<file path="config.mk">
export PLATFORM = sky130hd
export DESIGN_NAME = reg_file_ctrl
export DESIGN_NICKNAME = d
export VERILOG_FILES = /design/src/rtl/reg_file_ctrl.sv
export SDC_FILE = /design/constraint.sdc
export NUM_CORES = 1
export LEC_CHECK = 0
export BUFFER_PORTS_ARGS = -buffer_cell sky130_fd_sc_hd__buf_2
export CORE_ASPECT_RATIO = 0.9
export CORE_MARGIN = 2
export CORE_UTILIZATION = 30
export DETAILED_ROUTE_END_ITERATION = 6
export SYNTH_ARGS = -nofsm -noshare
export SYNTH_HDL_FRONTEND = slang
export SYNTH_SLANG_ARGS = --single-unit
</file>
<file path="constraint.sdc">
create_clock -name clk -period 1.6 [get_ports clk]
set_input_delay 0.08 -clock clk [delete_from_list [all_inputs] [get_ports clk]]
set_output_delay 0.08 -clock clk [all_outputs]
set_load 0.01 [all_outputs]
</file>
<file path="src/rtl/reg_file_ctrl.sv">
// rtl/reg_file_ctrl.sv - operand fetch / writeback sequencer for a single-port register file
// Optional feature: define RF_BYPASS_EN to forward HOLD-state writebacks into matching held operands.

module reg_file_ctrl #(
    parameter int REG_WIDTH  = 32,
    parameter int ADDR_WIDTH = 4
) (
    input  logic                  clk,
    input  logic                  rst_n,
    input  logic                  req_valid,
    output logic                  req_ready,
    input  logic                  rs1_en,
    input  logic                  rs2_en,
    input  logic [ADDR_WIDTH-1:0] rs1_addr,
    input  logic [ADDR_WIDTH-1:0] rs2_addr,
    input  logic                  wb_valid,
    output logic                  wb_ready,
    input  logic [ADDR_WIDTH-1:0] wb_addr,
    input  logic [REG_WIDTH-1:0]  wb_data,
    output logic                  op_valid,
    input  logic                  op_ready,
    output logic [REG_WIDTH-1:0]  rs1_data,
    output logic [REG_WIDTH-1:0]  rs2_data,
    output logic                  rf_read_en,
    output logic                  rf_write_en,
    output logic [ADDR_WIDTH-1:0] rf_addr,
    output logic [REG_WIDTH-1:0]  rf_wr_data,
    input  logic                  rf_rd_data_val,
    input  logic [REG_WIDTH-1:0]  rf_rd_data
);

    typedef enum logic [2:0] {IDLE, RD1, RD2, CAP, HOLD} state_t;

    state_t                  state;
    logic                    rs1_en_q;
    logic                    rs2_en_q;
    logic [ADDR_WIDTH-1:0]   rs1_addr_q;
    logic [ADDR_WIDTH-1:0]   rs2_addr_q;
    logic [REG_WIDTH-1:0]    rs1_q;
    logic [REG_WIDTH-1:0]    rs2_q;
    logic                    rs1_rd;
    logic                    rs2_rd;

    // Register 0 is never read from the array; its operand is forced to zero by the capture path.
    assign rs1_rd = rs1_en_q && (rs1_addr_q != '0);
    assign rs2_rd = rs2_en_q && (rs2_addr_q != '0);

    // Port outputs are gated by rst_n so nothing reaches the register file during reset.
    always_comb begin
        req_ready   = 1'b0;
        wb_ready    = 1'b0;
        rf_read_en  = 1'b0;
        rf_write_en = 1'b0;
        rf_addr     = '0;
        rf_wr_data  = '0;
        if (rst_n) begin
            case (state)
                IDLE, HOLD: begin
                    if (wb_valid) begin
                        wb_ready = 1'b1;
                        if (wb_addr != '0) begin
                            rf_write_en = 1'b1;
                            rf_addr     = wb_addr;
                            rf_wr_data  = wb_data;
                        end
                    end else if (req_valid && state == IDLE) begin
                        req_ready = 1'b1;
                    end
                end
                RD1: begin
                    if (rs1_rd) begin
                        rf_read_en = 1'b1;
                        rf_addr    = rs1_addr_q;
                    end
                end
                RD2: begin
                    if (rs2_rd) begin
                        rf_read_en = 1'b1;
                        rf_addr    = rs2_addr_q;
                    end
                end
                default: ;
            endcase
        end
    end

    assign op_valid = rst_n && (state == HOLD);
    assign rs1_data = rst_n ? rs1_q : '0;
    assign rs2_data = rst_n ? rs2_q : '0;

    always_ff @(posedge clk) begin
        if (!rst_n) begin
            state      <= IDLE;
            rs1_en_q   <= 1'b0;
            rs2_en_q   <= 1'b0;
            rs1_addr_q <= '0;
            rs2_addr_q <= '0;
            rs1_q      <= '0;
            rs2_q      <= '0;
        end else begin
            case (state)
                IDLE: begin
                    if (!wb_valid && req_valid) begin
                        rs1_en_q   <= rs1_en;
                        rs2_en_q   <= rs2_en;
                        rs1_addr_q <= rs1_addr;
                        rs2_addr_q <= rs2_addr;
                        state      <= RD1;
                    end
                end
                RD1: state <= RD2;
                RD2: begin
                    rs1_q <= rf_rd_data_val ? rf_rd_data : '0;
                    state <= CAP;
                end
                CAP: begin
                    rs2_q <= rf_rd_data_val ? rf_rd_data : '0;
                    state <= HOLD;
                end
                HOLD: begin
`ifdef RF_BYPASS_EN
                    if (wb_valid && wb_addr != '0) begin
                        if (rs1_en_q && wb_addr == rs1_addr_q) rs1_q <= wb_data;
                        if (rs2_en_q && wb_addr == rs2_addr_q) rs2_q <= wb_data;
                    end
`endif
                    if (op_ready) state <= IDLE;
                end
                default: state <= IDLE;
            endcase
        end
    end

endmodule

</file>
==> run_results.csv <==
group,metric,value,unit
status,outcome,"finished with violations",
status,violations,"negative setup slack",
finish,fillCellCount,1201,
finish,fin_area,0.00540,mm2
finish,drive_gt1_share,37.7,%
floorplanning,io_pins,189,
power,p_int,3.70,mW
power,pwr-share-seq,40.8,%
power,peakVddDrop,449,uV
min_path,hold_class,"in -> reg",
floorplanning,initial_core_util,30.7,%
timing,fin_skew,0.00610,ns
logic_synthesis,postSynth.asyncResetShare,0,%
drt,drt-vias-per-instance,4.90,
power,switching_share,25.0,%
logic_synthesis,synth_top_cell_by_area,"dfxtp_1",
logic_synthesis,netlist_area,0.00367,mm2
drt,vias,4079,
finish,final_cells,833,
logic_synthesis,synth.ff_latch_count,77,
critical_path,worstSetupEndpoint,"rf_wr_data[25]",
floorplanning,core,0.0120,mm2
grt,grt_pass1_wl,18.9,mm
timing,setup_violations,37,
timing,finalHoldViolCount,0,
floorplanning,die_y,109,um
power,leakage,2.41,nW
logic_synthesis,synth_cells,480,
place,placed_cell_area,0.00480,mm2
finish,multi_input_area,0.00201,mm2
grt,grt_pass1_vias,3844,
timing,slew_headroom,68.8,%
logic_synthesis,syn-num-nets,564,
logic_synthesis,netlist.area_leader.share,42.0,%
clocking,cts-root-buf,"clkbuf_16",
clocking,numCtsBuffers,9,
logic_synthesis,ys_types,30,
drt,wl_per_cell,14.6,um
timing,setup_ws,-0.139,ns
critical_path,crit_fanout,16,
finish,syn_to_final_growth,47.0,%
critical_path,startpoint_type,"flop",
timing,period_minus_slack,1.74,ns
drt,drt-pass1-iter-count,4,
floorplanning,die_w,121,um
critical_path,worstSetupPathType,"reg -> out",
grt,antenna_found_initial,0,
clocking,clock_latency,0.33,ns
place,io_buffers,188,
logic_synthesis,synth_edf_count,0,
timing,fin_crit_sh,109,%
timing,rsz0062_at_grt,"yes",
drt,drc_errors,0,
power,pwr-share-clk,44.3,%
place,hpwl,8.13,mm
logic_synthesis,yosysWarnings,0,
critical_path,timing.rr.end,"rs2_addr_q[0]$_SDFFE_PN0P_",
floorplanning,core.rowCount,38,
finish,antenna_cells,0,
grt,overflow,0,
grt,grt_max_degree,65,
power,pwr-share-comb,14.9,%
logic_synthesis,yosysMostFrequentCell,"and2_1",
drt,ant_nets,0,
logic_synthesis,synth_flop_cell,"dfxtp_1",
critical_path,cp.required,1.52,ns
critical_path,endpoint_kind,"output port",
logic_synthesis,synth_commonest_cells,"97 x and2_1, 82 x a21oi_1, 79 x nand3_1",
logic_synthesis,yosys-top-cells-area,"dfxtp_1 42%, and2_1 17%, a21oi_1 11%",
power,power.total,4.93,mW
logic_synthesis,yosysSeqAreaShare,42.0,%
clocking,clk_pin_slew_worst_paths,0.06,ns
drt,wl,12.2,mm
critical_path,worstRegToRegCells,7,
clocking,htree_levels,3,
timing,tightest_slew,0.462,ns
clocking,clk_path_buf_depth,2,
place,place_inst,801,
clocking,clock-sinks,77,
power,power_density,913,mW/mm2
critical_path,crit_path_start,"state[0]$_SDFFE_PN0P_",
critical_path,rrSetupSlack,0.11,ns
logic_synthesis,postSynthAreaPerCell,7.65,um2
drt,first_iter_violations,189,
finish,seq_area,0.00155,mm2
power,p_sw,1.23,mW
grt,grt_usage,18.0,%
critical_path,crit_arrival,1.66,ns
floorplanning,dieArea,0.0131,mm2
place,gp_congestion,0.884,
timing,slew_viol_final,0,
clocking,tritoncts,"yes",
critical_path,r2r-start,"state[0]$_SDFFE_PN0P_",
timing,fmax,575,MHz
flow_run,cap_violations,0,
finish,fin_nets,753,
place,dp_slack,0.107,ns
[repair_timing]
item,4_1_cts,5_1_grt
hold buffers,6,1
buffers inserted,8,2
gates cloned,1,0
pin swaps,11,6
hold endpoints to repair,6,1
gates resized for setup,21,10
setup endpoints to repair,39,62
[flip-flops by register name, indices dropped and copies added, names as in the netlist]
signal and cells:
rs1_addr_q 4, rs1_en_q 1, rs1_q 32, rs2_addr_q 4, rs2_en_q 1, rs2_q 32
state 3
[critical path, cell delays in order, from the launching register on]
cell,delay [ns]
dfxtp_2,0.32
buf_6,0.13
nor3b_4,0.18
and3_4,0.27
buf_16,0.14
and2_1,0.14
buf_2,0.13
[metrics by stage]
step                      setup TNS [ns]  utilization, %  hold slack [ns]
final                              -3.61            45.1           0.0207
after global routing               -6.41            45.1           0.0198
after CTS                          -3.97            44.5          0.00255
after detailed placement               0            40.0            0.350
after global placement                 0            40.0            0.343
after floorplan                        0               -            0.228
[cells in the final DEF (no fill, tap or decap), drive strengths merged, types with 4 or more instances in the layout]
cell type | Yosys | routed
a21oi | 82 | 82
clkbuf | 27 | 11
nand3 | 79 | 79
nand2 | 64 | 64
and2 | 97 | 97
dfxtp | 77 | 77
dlygate4sd3 | 0 | 7
a22oi | 4 | 4
o21ai | 11 | 11
buf | 17 | 215
[worst min path at each step]
stage             startpoint                    endpoint  depth (start not counted)
2_1_floorplan    rs1_addr[0]  rs1_addr_q[0]$_SDFFE_PN0P_                          2
3_3_place_gp          rs2_en       rs2_en_q$_SDFFE_PN0P_                          3
3_5_place_dp     rs2_addr[2]  rs2_addr_q[2]$_SDFFE_PN0P_                          3
4_1_cts          rs1_addr[2]  rs1_addr_q[2]$_SDFFE_PN0P_                          3
5_1_grt          rs2_addr[0]  rs2_addr_q[0]$_SDFFE_PN0P_                          3
6_report       rf_rd_data[0]       rs1_q[0]$_SDFFE_PN0N_                          3
[per-layer routing]
| layer | vias to the layer above | wire, um | global-route usage [%] |
|---|---|---|---|
| met2 | 140 | 5920 | 30.7 |
| met1 | 1933 | 5350 | 22.2 |
| met4 | 0 | 195 | 5.81 |
| met3 | 17 | 693 | 4.86 |
| met5 | - | 0 | 0 |
| li1 | 1989 | - | - |
[power by group through the flow]
stage               sequential (mW)  combinational (mW)  clock [mW]
detailed placement             2.04               0.653           0
global route                   2.02               0.804        2.34
floorplan                      2.03               0.364           0
global placement               2.04               0.640           0
CTS                            2.01               0.722        2.25
finish                         2.01               0.736        2.18
[area by class of cell]
class	count	area share (%)
Clock inverter	4	1.34
Sequential cell	77	28.7
Clock buffer	11	4.49
Timing Repair Buffer	222	24.4
Inverter	3	0.209
Tap cell	160	3.71
Multi-Input combinational cell	356	37.2
[cell families (layout without fill, tap and decap cells)]
family / after synthesis / in the layout / share of synthesized area [%]
AOI/OAI and AO/OA: 98 / 98 / 13.7
and+or+nand+nor: 257 / 257 / 38.1
DFF: 77 / 77 / 42.0
xor gates and xnor gates: 1 / 1 / 0.238
buffers and inverters: 47 / 240 / 5.96
No activity file was read; power rests on OpenSTA's default activity.
